<file path="src/rtl/addsub_arbiter_if.sv">
// Requester-side bus of the shared adder/subtractor arbiter: per-requester
// operands and request levels in, one-hot grant/done and the registered result out.
interface addsub_arbiter_if #(
    parameter int unsigned N = 4,
    parameter int unsigned W = 4
);
    logic [N-1:0]   req;
    logic [N-1:0]   sub;
    logic [N*W-1:0] a;
    logic [N*W-1:0] b;
    logic [N-1:0]   gnt;
    logic [N-1:0]   done;
    logic [W-1:0]   rsp_s;
    logic           rsp_ov;

    modport master (
        output req, sub, a, b,
        input  gnt, done, rsp_s, rsp_ov
    );

    modport slave (
        input  req, sub, a, b,
        output gnt, done, rsp_s, rsp_ov
    );
endinterface

</file>
<file path="src/rtl/addsub_arbiter.sv">
// Round-robin scheduler sharing one external W-bit adder/subtractor among N
// requesters; registers the result and keeps a saturating overflow count.
module addsub_arbiter #(
    parameter int unsigned N = 4,
    parameter int unsigned W = 4
) (
    input  logic             clk,
    input  logic             rst_n,
    addsub_arbiter_if.slave  bus,
    input  logic             ov_clr_i,
    output logic             busy_o,
    output logic [7:0]       ov_cnt_o,
    output logic [W-1:0]     as_a_o,
    output logic [W-1:0]     as_b_o,
    output logic             as_sub_o,
    input  logic [W-1:0]     as_s_i,
    input  logic             as_ov_i
);
    localparam int unsigned PW = (N > 1) ? $clog2(N) : 1;
    localparam int unsigned CW = 8;

    typedef enum logic [1:0] {
        IDLE = 2'd0,
        EXEC = 2'd1,
        RESP = 2'd2
    } state_e;

    state_e          state_q, state_d;
    logic [PW-1:0]   ptr_q, ptr_d;
    logic [PW-1:0]   gidx_q, gidx_d;
    logic [N-1:0]    gnt_q, gnt_d;
    logic [N-1:0]    done_q, done_d;
    logic [W-1:0]    rsp_s_q, rsp_s_d;
    logic            rsp_ov_q, rsp_ov_d;
    logic [W-1:0]    as_a_q, as_a_d;
    logic [W-1:0]    as_b_q, as_b_d;
    logic            as_sub_q, as_sub_d;
    logic            busy_q, busy_d;
    logic [CW-1:0]   ov_cnt_q, ov_cnt_d;

    logic            sel_vld;
    logic [PW-1:0]   sel_idx;
    logic [PW-1:0]   scan_idx;
    logic [W-1:0]    sel_a;
    logic [W-1:0]    sel_b;
    logic            sel_sub;

    // First requester at or after the pointer, scanning cyclically
    always_comb begin
        sel_vld  = 1'b0;
        sel_idx  = '0;
        scan_idx = '0;
        for (int unsigned k = 0; k < N; k++) begin
            scan_idx = PW'((32'(ptr_q) + k) % N);
            if (!sel_vld && bus.req[scan_idx]) begin
                sel_vld = 1'b1;
                sel_idx = scan_idx;
            end
        end
    end

    // Operand mux for the selected requester; the grant edge latches it
    always_comb begin
        sel_a   = '0;
        sel_b   = '0;
        sel_sub = 1'b0;
        for (int unsigned i = 0; i < N; i++) begin
            if (sel_idx == PW'(i)) begin
                sel_a   = bus.a[i*W +: W];
                sel_b   = bus.b[i*W +: W];
                sel_sub = bus.sub[i];
            end
        end
    end

    always_ff @(posedge clk or negedge rst_n) begin
        if (!rst_n) begin
            state_q <= IDLE;
        end else begin
            state_q <= state_d;
        end
    end

    always_comb begin
        state_d = state_q;
        case (state_q)
            IDLE:    if (sel_vld) state_d = EXEC;
            EXEC:    state_d = RESP;
            RESP:    state_d = IDLE;
            default: state_d = IDLE;
        endcase
    end

    always_comb begin
        ptr_d    = ptr_q;
        gidx_d   = gidx_q;
        gnt_d    = gnt_q;
        done_d   = '0;
        rsp_s_d  = rsp_s_q;
        rsp_ov_d = rsp_ov_q;
        as_a_d   = as_a_q;
        as_b_d   = as_b_q;
        as_sub_d = as_sub_q;
        busy_d   = busy_q;
        ov_cnt_d = ov_cnt_q;
        case (state_q)
            IDLE: begin
                if (sel_vld) begin
                    gidx_d   = sel_idx;
                    gnt_d    = N'(1) << sel_idx;
                    as_a_d   = sel_a;
                    as_b_d   = sel_b;
                    as_sub_d = sel_sub;
                    busy_d   = 1'b1;
                end
            end
            EXEC: begin
                rsp_s_d  = as_s_i;
                rsp_ov_d = as_ov_i;
                done_d   = gnt_q;
                as_a_d   = '0;
                as_b_d   = '0;
                as_sub_d = 1'b0;
                if (as_ov_i && (ov_cnt_q != '1)) ov_cnt_d = ov_cnt_q + CW'(1);
            end
            RESP: begin
                ptr_d  = (gidx_q == PW'(N - 1)) ? '0 : gidx_q + PW'(1);
                gnt_d  = '0;
                busy_d = 1'b0;
            end
            default: begin
                gnt_d  = '0;
                busy_d = 1'b0;
            end
        endcase
        // A clear wins over a same-cycle increment
        if (ov_clr_i) ov_cnt_d = '0;
    end

    always_ff @(posedge clk or negedge rst_n) begin
        if (!rst_n) begin
            ptr_q    <= '0;
            gidx_q   <= '0;
            gnt_q    <= '0;
            done_q   <= '0;
            rsp_s_q  <= '0;
            rsp_ov_q <= 1'b0;
            as_a_q   <= '0;
            as_b_q   <= '0;
            as_sub_q <= 1'b0;
            busy_q   <= 1'b0;
            ov_cnt_q <= '0;
        end else begin
            ptr_q    <= ptr_d;
            gidx_q   <= gidx_d;
            gnt_q    <= gnt_d;
            done_q   <= done_d;
            rsp_s_q  <= rsp_s_d;
            rsp_ov_q <= rsp_ov_d;
            as_a_q   <= as_a_d;
            as_b_q   <= as_b_d;
            as_sub_q <= as_sub_d;
            busy_q   <= busy_d;
            ov_cnt_q <= ov_cnt_d;
        end
    end

    assign bus.gnt    = gnt_q;
    assign bus.done   = done_q;
    assign bus.rsp_s  = rsp_s_q;
    assign bus.rsp_ov = rsp_ov_q;
    assign busy_o     = busy_q;
    assign ov_cnt_o   = ov_cnt_q;
    assign as_a_o     = as_a_q;
    assign as_b_o     = as_b_q;
    assign as_sub_o   = as_sub_q;

endmodule

</file>
<file path="src/flat_wrapper.sv">
// flat-port wrapper written by rule: the top's interface ports become plain ports
module addsub_arbiter_flat 
#(
    parameter int unsigned N = 4,
    parameter int unsigned W = 4
)
  (clk, rst_n, ov_clr_i, busy_o, ov_cnt_o, as_a_o, as_b_o, as_sub_o, as_s_i, as_ov_i, bus_req, bus_sub, bus_a, bus_b, bus_gnt, bus_done, bus_rsp_s, bus_rsp_ov);
  addsub_arbiter_if #(.N(N), .W(W)) bus_i ();
  input  logic clk;
  input  logic rst_n;
  input  logic ov_clr_i;
  output logic busy_o;
  output logic [7:0] ov_cnt_o;
  output logic [W-1:0] as_a_o;
  output logic [W-1:0] as_b_o;
  output logic as_sub_o;
  input  logic [W-1:0] as_s_i;
  input  logic as_ov_i;
  input wire logic [$bits(bus_i.req)-1:0] bus_req;
  input wire logic [$bits(bus_i.sub)-1:0] bus_sub;
  input wire logic [$bits(bus_i.a)-1:0] bus_a;
  input wire logic [$bits(bus_i.b)-1:0] bus_b;
  output wire logic [$bits(bus_i.gnt)-1:0] bus_gnt;
  output wire logic [$bits(bus_i.done)-1:0] bus_done;
  output wire logic [$bits(bus_i.rsp_s)-1:0] bus_rsp_s;
  output wire logic [$bits(bus_i.rsp_ov)-1:0] bus_rsp_ov;
  assign bus_i.req = bus_req;
  assign bus_i.sub = bus_sub;
  assign bus_i.a = bus_a;
  assign bus_i.b = bus_b;
  assign bus_gnt = bus_i.gnt;
  assign bus_done = bus_i.done;
  assign bus_rsp_s = bus_i.rsp_s;
  assign bus_rsp_ov = bus_i.rsp_ov;
  addsub_arbiter #(.N(N), .W(W)) u_core (.clk(clk), .rst_n(rst_n), .bus(bus_i), .ov_clr_i(ov_clr_i), .busy_o(busy_o), .ov_cnt_o(ov_cnt_o), .as_a_o(as_a_o), .as_b_o(as_b_o), .as_sub_o(as_sub_o), .as_s_i(as_s_i), .as_ov_i(as_ov_i));
endmodule
</file>
<file path="config.mk">
export PLATFORM = sky130hd
export DESIGN_NAME = addsub_arbiter_flat
export DESIGN_NICKNAME = d
export VERILOG_FILES = /design/src/rtl/addsub_arbiter_if.sv /design/src/rtl/addsub_arbiter.sv /design/src/flat_wrapper.sv
export SDC_FILE = /design/constraint.sdc
export NUM_CORES = 1
export LEC_CHECK = 0
export CORE_AREA = 2 2 57 85
export DETAILED_ROUTE_END_ITERATION = 16
export DIE_AREA = 0 0 59 87
export PLACE_DENSITY_LB_ADDON = 0.08
export SYNTH_ARGS = -nofsm -noshare
export SYNTH_HDL_FRONTEND = slang
export SYNTH_SLANG_ARGS = --single-unit
</file>
<file path="constraint.sdc">
create_clock -name clk -period 2.5 [get_ports clk]
set_input_delay 0.375 -clock clk [delete_from_list [all_inputs] [get_ports clk]]
set_output_delay 0.375 -clock clk [all_outputs]
set_load 0.1 [all_outputs]
</file>
; After elaboration in Yosys (flattened, before gate mapping)
; Index checks and enable logic that the tools add are counted.
[totals]
reg_bits = 37
wordCells = 92
out_inout_bits = 31
in_bits = 48
[classes]
eq_ne = 8
order_cmp = 4
muxes = 45
shift = 1
addsub = 5
bitwise_logic = 1
n_reduce_logical = 16
[ops]
columns = cell, count
row1 = $mux W4, 12
row2 = $mux W8, 3
row3 = $pmux W4 S2, 3
row4 = $mux W1, 14
row5 = $lt A2 B3 Y1 const B, 4
row6 = $mux W2, 6
row7 = $add A8 B1 Y8 const B, 1
row8 = $bmux W1 S2, 4
row9 = $eq A2 B2 Y1 const B, 4
row10 = $ne A8 B8 Y1 const B, 1
row11 = $reduce_and A2 Y1, 4
row12 = $reduce_bool A2 Y1, 3
row13 = $add A2 B1 Y2 const B, 2
row14 = $add A2 B2 Y2 const B, 2
row15 = $eq A2 B1 Y1 const B, 2
row16 = $logic_and A1 B1 Y1, 4
row17 = $logic_not A2 Y1, 2
row18 = $pmux W1 S2, 2
row19 = $pmux W2 S2, 1
row20 = $shl A1 B2 Y4 const A, 1
row21 = $logic_not A1 Y1, 3
row22 = $ne A2 B1 Y1 const B, 1
row23 = $not A1 Y1, 1

; Depth between registers and ports, before layout
; Gate-level depths: netlist of run 1.
[logic_depth]
word_depth = 19
depth_mapped = 7
mapped_depth_nobuf = 6

; Worst setup path after synthesis of run 1
; No wires, ideal clock.
[synth_timing]
path_type = register -> register
start = reg u_core.ov_cnt_q[0] (netlist: u_core.ov_cnt_o[0])
end = reg u_core.ov_cnt_q[3] (netlist: u_core.ov_cnt_o[3])
path_buffers = 0
synth_period_minus_slack_ps = 2068
path_stages_with_launch = 6
setup_time_ps = 128
setup_slack_ps = 432
arrival_ps = 1939
cell_sequence = dfrtp_1 -> ha_1 -> a41oi_2 -> nand4_1 -> xor2_1 -> nor2_1
[synth_via]
elab_chain_cells = 4
word_cells_on_any_way = 8
cone_classes = add/sub: 1 / eq/ne: 1 / mux: 3 / reduce/logical: 3
[synth_rtl]
columns = element, line_no
row1 = "start, declared", addsub_arbiter.sv:39  ; logic [CW-1:0] ov_cnt_q, ov_cnt_d;
row2 = "start signal, assigned", addsub_arbiter.sv:164  ; ov_cnt_q <= ov_cnt_d;
row3 = $add A8 B1 Y8 / $ne A8 B8 Y1 (equally long branches), addsub_arbiter.sv:124  ; if (as_ov_i && (ov_cnt_q != '1)) ov_cnt_d = ov_cnt_q + CW'(1);
row4 = $mux W8 / $logic_and A1 B1 Y1 (equally long branches), addsub_arbiter.sv:124
row5 = $mux W8 / $reduce_bool A2 Y1 (equally long branches), --
row6 = $mux W8 / $reduce_and A2 Y1 (equally long branches), --
; Several ways; a longest one is shown, not always the timed one. The select of a mux whose other input is x is not followed.
; A chain may end at the register's enable or synchronous reset.

; Worst setup path in the final report of run 1
[layout_timing]
start = in bus_req[3]
end = reg u_core.as_a_q[1] (netlist: u_core.as_a_o[1])
[layout_via]
elab_chain_cells = 19
word_cells_on_any_way = 34
cone_classes = eq/ne: 4 / mux: 22 / reduce/logical: 8
[layout_rtl]
columns = element, line_no
row1 = "start, declared", flat_wrapper.sv:19  ; input wire logic [$bits(bus_i.req)-1:0] bus_req;
row2 = $bmux W1 S2, addsub_arbiter.sv:55  ; if (!sel_vld && bus.req[scan_idx]) begin
row3 = $mux W1 (not written as such), addsub_arbiter.sv:55
row4 = $mux W1, addsub_arbiter.sv:55
row5 = $logic_not A1 Y1, addsub_arbiter.sv:55
row6 = $logic_and A1 B1 Y1, addsub_arbiter.sv:55
row7 = $mux W1, addsub_arbiter.sv:55
row8 = $logic_not A1 Y1, addsub_arbiter.sv:55
row9 = $logic_and A1 B1 Y1, addsub_arbiter.sv:55
row10 = $mux W1, addsub_arbiter.sv:55
row11 = $logic_not A1 Y1, addsub_arbiter.sv:55
row12 = $logic_and A1 B1 Y1, addsub_arbiter.sv:55
row13 = $mux W2, addsub_arbiter.sv:55
row14 = $logic_not A2 Y1, addsub_arbiter.sv:68  ; if (sel_idx == PW'(i)) begin
row15 = $mux W4 (4 in a row), addsub_arbiter.sv:68
row16 = $mux W4, addsub_arbiter.sv:108  ; if (sel_vld) begin
row17 = $pmux W4 S2, addsub_arbiter.sv:106  ; case (state_q)
row18 = "end signal, assigned", addsub_arbiter.sv:160  ; as_a_q <= as_a_d;
row19 = "end, declared", addsub_arbiter.sv:35  ; logic [W-1:0] as_a_q, as_a_d;
; Several ways; a longest one is shown, not always the timed one. The select of a mux whose other input is x is not followed.

==> results of run 1 <==
flip-flops by register name, indices dropped and copies added (netlist names), 2 cells and up:
name,count
u_core.bus.done,4
u_core.as_a_o,4
u_core.state_q,2
u_core.as_b_o,4
u_core.bus.rsp_s,4
u_core.ptr_q,2
u_core.gidx_q,2
u_core.ov_cnt_o,8
u_core.bus.gnt,4
final cells by class:
class / instances / area (um^2)
inverters: 6 / 22.5
flip-flops and latches: 37 / 926
clock buffers: 5 / 68.8
repair buffers: 83 / 736
clock inverters: 3 / 17.5
multi-input cells: 132 / 937
fillers: 401 / 1660
well taps: 48 / 60.1
where the power goes:
part	total, mW	switching [mW]	internal, mW
Sequential	0.971	0.165	0.806
Clock	0.409	0.217	0.192
Combinational	2.36	1.73	0.633
path summary, 6_finish.rpt:
check                                                   to  slack (ns)  depth (start not counted)
min in group clk               u_core.ptr_q[0]$_DFFE_PN0N_        0.50                          1
min reg2reg                    u_core.ptr_q[0]$_DFFE_PN0N_        0.50                          1
max reg2reg                   u_core.as_b_o[2]$_DFFE_PN0P_        0.62                          6
min                         u_core.ov_cnt_o[0]$_DFFE_PN0P_        0.18                          1
max                           u_core.as_a_o[1]$_DFFE_PN0P_        0.49                          8
max in group asynchronous  u_core.bus.rsp_s[0]$_DFFE_PN0P_        1.80                          1
synthesized netlist by cell type (2+ instances only):
master,number
and2_1,5
buf_2,3
nand3_1,4
clkbuf_1,2
dfrtp_1,37
ha_1,2
a211oi_1,3
a41oi_1,3
mux2_2,8
inv_1,6
and3_1,5
nand2_1,23
o2111ai_1,6
o221ai_1,3
o221ai_2,2
mux2i_1,10
nor2_1,13
a21oi_1,5
o211ai_1,3
nor3b_1,3
o21ai_0,2
nand4_1,5
or2_1,2
xor2_1,6
cells in the final DEF (no fill, tap or decap), drive strengths merged, types with 6 or more instances in the layout:
master,count
inv,6
clkdlybuf4s50,46
a21oi,6
o2111ai,6
nor2,14
nand2,24
xor2,6
buf,37
mux2,8
mux2i,10
dfrtp,37
metal layers:
| layer | share of wire [%] | track usage (%) | vias to the layer above |
|---|---|---|---|
| met5 | 0 | 0 | - |
| met4 | 1.6 | 6.82 | 0 |
| met3 | 4.9 | 3.57 | 8 |
| met2 | 54 | 34.6 | 61 |
| met1 | 39 | 21.9 | 813 |
| li1 | - | - | 836 |
logic make-up after synthesis:
group                      Yosys count
muxes                               18
DFF                                 37
buffers and inverters               14
xor gates and xnor gates             7
adders and majority gates            2
AOI/OAI and AO/OA                   37
and+or+nand+nor                     68
metrics by stage:
step | cell area [um^2] | utilization [%] | hold slack, ns | setup slack (ns) | total power [mW]
after global placement | 2680 | 60.5 | 0.469 | 0.222 | 3.34
final | 2770 | 62.5 | 0.179 | 0.491 | 3.74
after CTS | 2770 | 62.5 | 0.202 | 0.478 | 3.78
after global routing | 2770 | 62.5 | 0.251 | 0.323 | 3.95
after floorplan | 1940 | - | 0.0794 | 0.432 | 2.83
after detailed placement | 2680 | 60.5 | 0.481 | 0.157 | 3.37
worst register-to-register path: stages, from the launching register on:
cell and delay (ns):
dfrtp_1 0.47, mux2i_1 0.24, o22ai_2 0.18, or2_1 0.26, buf_4 0.17, a211oi_1 0.31, a211oi_1 0.12
==> key figures, run 1 <==
Setup path
  • Start point of the critical path: bus_req[3]
  • Highest fanout seen on the critical path: 11
  • Cell family with the largest share of critical-path delay: buffers and inverters
  • Data required time of the worst path: 2.70 ns
  • Arrival time of data at the critical path endpoint: 2.21 ns
  • Worst Setup Start Kind: input pin
  • Buf+Inv Stages, Crit Path: 3
  • Largest stage delay, worst path: 0.60 ns
  • Sequence of cells on the critical path: clkdlybuf4s50_1 -> nor4_1 -> buf_4 -> nor2_1 -> nand2_2 -> inv_1 -> nand2_1 -> o221ai_1
  • Worst Setup End Kind: flop
  • Crit path kind: in -> reg
  • Cell with the largest stage delay on the worst path: clkdlybuf4s50_1
  • Source of the worst register-to-register timing path: u_core.ptr_q[1]$_DFFE_PN0N_

Logic synthesis
  • Post-Synth Adder-Cell Area: 1.29%
  • Avg Cell Area, Syn: 10.6 um^2
  • Synthesized cell area: 0.00194 mm^2
  • Post-synth top flop: dfrtp_1
  • Dominant combinational cell family by area after synthesis: simple AND/OR/NAND/NOR gates
  • Flip-flop and latch count after synthesis: 37
  • Area share of the largest cell type after synthesis: 47.6%
  • Compound-Gate Fraction of Synth Area: 16.5%
  • Parity-gate share of the synthesized area counting xor and xnor cells: 3.16%
  • Mux share of post-synthesis cell area: 9.79%
  • Count of flip-flops with a built-in enable after synthesis: 0
  • Sequential fraction of the synthesis area: 47.6%
  • Share of synthesized cell area in and, or, nand and nor gates: 17.5%
  • Leading post-synthesis cells by cell area: dfrtp_1, mux2i_1, mux2_2
  • Synth warn: 0
  • Cell taking the most area after synthesis: dfrtp_1
  • Nets in the synthesized netlist: 233
  • Ys async rst share: 100%
  • Post-Syn Instances: 183
  • Unique cell type count in the Yosys netlist: 46

STA
  • Tightest slew margin relative to the limit: 45.1%
  • Period Utilization, post-route: 80.4%
  • Count of final hold-check violations: 0
  • Number of pins exceeding their max-slew limit in the final report: 0
  • Post-layout minimum cycle time: 2.01 ns
  • Setup violators final: 0
  • Setup repair after global routing missed its margin: no
  • Maximum clock rate: 498 MHz
  • Final sum of negative setup slack: 0 ns
  • Slew at the pin closest to its max-slew limit: 0.824 ns
  • Setup Skew: 0.00596 ns

Global routing
  • Overall Global Routing Usage: 19.2%
  • Pin count of the biggest net entering global routing: 38
  • Initial antenna violation count: 0
  • Via count of the first global-routing pass: 1,633
  • Remaining global-route overflow: 0
  • First-pass GRT wire length: 7510 um

Placement
  • Number of cells in the design after placement: 306
  • Routability congestion estimate from global placement: 0.794
  • Count of input and output buffers: 78
  • Half-perimeter wire length of the detailed placement result: 3590 um

Finish
  • Fraction of layout cells with a size suffix above 1: 24.1%
  • Antenna cells: 0
  • Area overhead of the layout relative to synthesis: 42.4%
  • Fin cells: 314
  • Number of nets in the finished design: 315

Detailed routing
  • Mean number of vias per cell: 5.47
  • Routed Antenna Nets: 0
  • First drt pass iteration count: 4
  • Number of design rule violations left after detail routing: 0
  • Count of vias placed by the detailed router: 1,718
  • Initial DRC Count: 39
  • Average wire per cell in the routed design: 14.7 um
  • Total routed wirelength: 4630 um

Status
  • Outcome: finished, final reports clean

Run
  • Number of maximum-capacitance constraint violations: 0

Die
  • Die height: 87 um
  • Std-Cell Rows: 30
  • Boundary pin count: 79
  • Initial standard-cell utilization of the core: 43.9%
  • Core region area: 0.00443 mm^2
  • Die Span X: 59 um
  • Die Outline Area: 0.00513 mm^2

CTS
  • Sink Count: 37
  • TritonCTS clock tree: yes
  • H-tree depth reported by CTS: 2
  • Number of setup buffers added after CTS: 0
  • Hold bufs inserted after CTS: 0
  • Largest buffer count on any clock path: 2
  • Clock transition time at the flip-flop clock pins of the worst setup and hold paths: 0.08 ns
  • Clock Latency Late Sink: 0.29 ns
  • Post-CTS sizing: 0
  • TritonCTS buffer count: 5
  • Cell at the root of the clock tree: clkbuf_8

Power and ir drop
  • Peak VDD IR: 740 uV
  • Total power per unit cell area: 1350 mW/mm^2
  • Cell leakage power: 1.25 nW

Min path
  • Type of the worst min-delay path: in -> async
Note: power is estimated with default switching activity, not from simulation.
==> run 2, diff against run 1 <==
--- a/config.mk
+++ b/config.mk
@@ -5,9 +5,9 @@
 export SDC_FILE = /design/constraint.sdc
 export NUM_CORES = 1
 export LEC_CHECK = 0
-export CORE_AREA = 2 2 57 85
+export CORE_AREA = 2 2 61 92
 export DETAILED_ROUTE_END_ITERATION = 16
-export DIE_AREA = 0 0 59 87
+export DIE_AREA = 0 0 63 94
 export PLACE_DENSITY_LB_ADDON = 0.08
 export SYNTH_ARGS = -nofsm -noshare
 export SYNTH_HDL_FRONTEND = slang
==> constraint.sdc (replaced) <==
create_clock -name clk -period 1.8 [get_ports clk]
set_input_delay 0.27 -clock clk [delete_from_list [all_inputs] [get_ports clk]]
set_output_delay 0.27 -clock clk [all_outputs]
set_load 0.1 [all_outputs]
==> run 2 against run 1 <==
Die area rose by 15%; flip-flop and latch count did not move; worst hold slack improved by 0.30 ns; critical endpoint is now u_core.as_a_o[3]$_DFFE_PN0P_.
==> key figures, run 2 (synthesis gave the netlist of run 1 again) <==
Power and ir drop
  • Total power per unit cell area: 1830 mW/mm^2
  • Peak VDD IR: 1030 uV
  • Cell leakage power: 1.45 nW
  • Power, Total: 5.95 mW

Global routing
  • Remaining global-route overflow: 0
  • Met2 track utilization from global routing: 34.8%
  • Via count of the first global-routing pass: 1,850
  • Met1 layer usage reported by global route: 20.9%
  • Met3 Usage GRT: 3.96%
  • Overall Global Routing Usage: 18.9%
  • Pin count of the biggest net entering global routing: 38
  • Layer with the highest usage: met2
  • First-pass GRT wire length: 8690 um
  • Initial antenna violation count: 0

CTS
  • TritonCTS buffer count: 5
  • H-tree depth reported by CTS: 2
  • Clock Latency Late Sink: 0.29 ns
  • Cell at the root of the clock tree: clkbuf_8
  • Clock transition time at the flip-flop clock pins of the worst setup and hold paths: 0.08 ns
  • TritonCTS clock tree: yes
  • Number of setup buffers added after CTS: 0
  • Largest buffer count on any clock path: 2
  • Sink Count: 37

Detailed routing
  • Count of vias placed by the detailed router: 1,796
  • Initial DRC Count: 77
  • Routed Antenna Nets: 0
  • Mean number of vias per cell: 5.03
  • Total routed wirelength: 5200 um
  • Average wire per cell in the routed design: 14.6 um
  • First drt pass iteration count: 4
  • Number of design rule violations left after detail routing: 0

Die
  • Die Outline Area: 0.00592 mm^2
  • Die Span X: 63 um
  • Std-Cell Rows: 32
  • Die height: 94 um
  • Core region area: 0.00508 mm^2
  • Initial standard-cell utilization of the core: 38.2%
  • Boundary pin count: 79

Finish
  • Fin cells: 357
  • Antenna cells: 0
  • Area overhead of the layout relative to synthesis: 67.7%
  • Fraction of layout cells with a size suffix above 1: 34.9%
  • Flip-flop count of the largest register, all copies and words added: 8
  • Number of nets in the finished design: 338
  • Area of all placed cells without fillers: 0.00326 mm^2
  • Final Core Density: 64.1%
  • Most frequent cells in the layout: clkdlybuf4s50_1, buf_4, dfrtp_1

STA
  • Setup violators final: 0
  • Tightest slew margin relative to the limit: 79.0%
  • Number of pins exceeding their max-slew limit in the final report: 0
  • Worst hold-check slack: 0.480 ns
  • Setup Skew: 0.00546 ns
  • Final sum of negative setup slack: 0 ns
  • Count of final hold-check violations: 0
  • Slew at the pin closest to its max-slew limit: 0.315 ns
  • Final WS setup: 0.0943 ns
  • Maximum clock rate: 586 MHz
  • Setup repair after global routing missed its margin: no
  • Period Utilization, post-route: 94.8%
  • Post-layout minimum cycle time: 1.71 ns

Setup path
  • Buf+Inv Stages, Crit Path: 1
  • Cell with the largest stage delay on the worst path: dfrtp_2
  • Arrival time of data at the critical path endpoint: 1.88 ns
  • Data required time of the worst path: 1.97 ns
  • Cell family with the largest share of critical-path delay: flip-flops
  • Worst Setup End Kind: flop
  • Worst-case reg-to-reg path depth: 6
  • Largest stage delay, worst path: 0.46 ns
  • Register-to-register setup slack: 0.09 ns
  • Capture point of the critical path: u_core.as_a_o[3]$_DFFE_PN0P_
  • Worst Setup Start Kind: flop
  • Number of gates on the worst path with buffers counted: 6
  • Source of the worst register-to-register timing path: u_core.ptr_q[1]$_DFFE_PN0N_
  • Highest fanout seen on the critical path: 12
  • Sequence of cells on the critical path: nand2b_1 -> a21oi_2 -> or2_4 -> buf_12 -> mux2i_1 -> o211ai_1
  • Start point of the critical path: u_core.ptr_q[1]$_DFFE_PN0N_
  • Reg-to-reg critical path endpoint: u_core.as_a_o[3]$_DFFE_PN0P_
  • Crit path kind: reg -> reg

Run
  • Number of maximum-capacitance constraint violations: 0

Placement
  • Number of cells in the design after placement: 348
  • Half-perimeter wire length of the detailed placement result: 3970 um
  • Count of input and output buffers: 78
  • Total cell area at the placement stage: 0.00307 mm^2
  • Worst setup timing slack at the placement stage: -0.343 ns
  • Routability congestion estimate from global placement: 0.760

Min path
  • Type of the worst min-delay path: in -> async

Status
  • Outcome: finished, final reports clean
[run 2: area by class of cell]
cell class              instances  area, um^2
inverters                       6        26.3
repair buffers                106        1110
flip-flops and latches         37         937
clock buffers                   5        68.8
fillers                       438        1830
clock inverters                 3        46.3
well taps                      68        85.1
multi-input cells             132         982
[run 2: timing repair]
item                                   in CTS  in global routing
hold buffers                                1                  0
endpoints found under the hold margin      37                  0
resized for setup                           1                 14
pin swaps                                   0                  1
setup endpoints to repair                   2                 11
[run 2: worst min-delay path by stage]
| stage | endpoint | slack [ns] | cells after the start |
|---|---|---|---|
| after detailed placement | u_core.ov_cnt_o[3]$_DFFE_PN0P_ | 0.25 | 2 |
| final | u_core.ov_cnt_o[3]$_DFFE_PN0P_ | 0.48 | 3 |
| after floorplan | u_core.as_a_o[0]$_DFFE_PN0P_ | -0.03 | 0 |
| after global placement | u_core.ov_cnt_o[3]$_DFFE_PN0P_ | 0.25 | 2 |
| after CTS | u_core.state_q[0]$_DFFE_PN0N_ | 0.47 | 3 |
| after global routing | u_core.ov_cnt_o[6]$_DFFE_PN0P_ | 0.52 | 3 |
[run 2: power breakdown]
group / switching (mW) / leakage, nW / internal [mW] / total, mW
sequential: 0.244 / 0.465 / 1.12 / 1.37
combinational: 2.53 / 0.932 / 1.31 / 3.85
clock: 0.326 / 0.0543 / 0.415 / 0.741
total: 3.10 / 1.45 / 2.85 / 5.95
[run 2: worst min-delay path, delay by kind of cell]
kind	cells	cell delay (ns)
buffers and inverters	3	0.87
[run 2: routing by layer]
metal  vias to the layer above  wire (um)
met5                         -          0
met4                         0         86
met3                         5        277
met2                        58       2820
met1                       857       2010
li1                        876          -
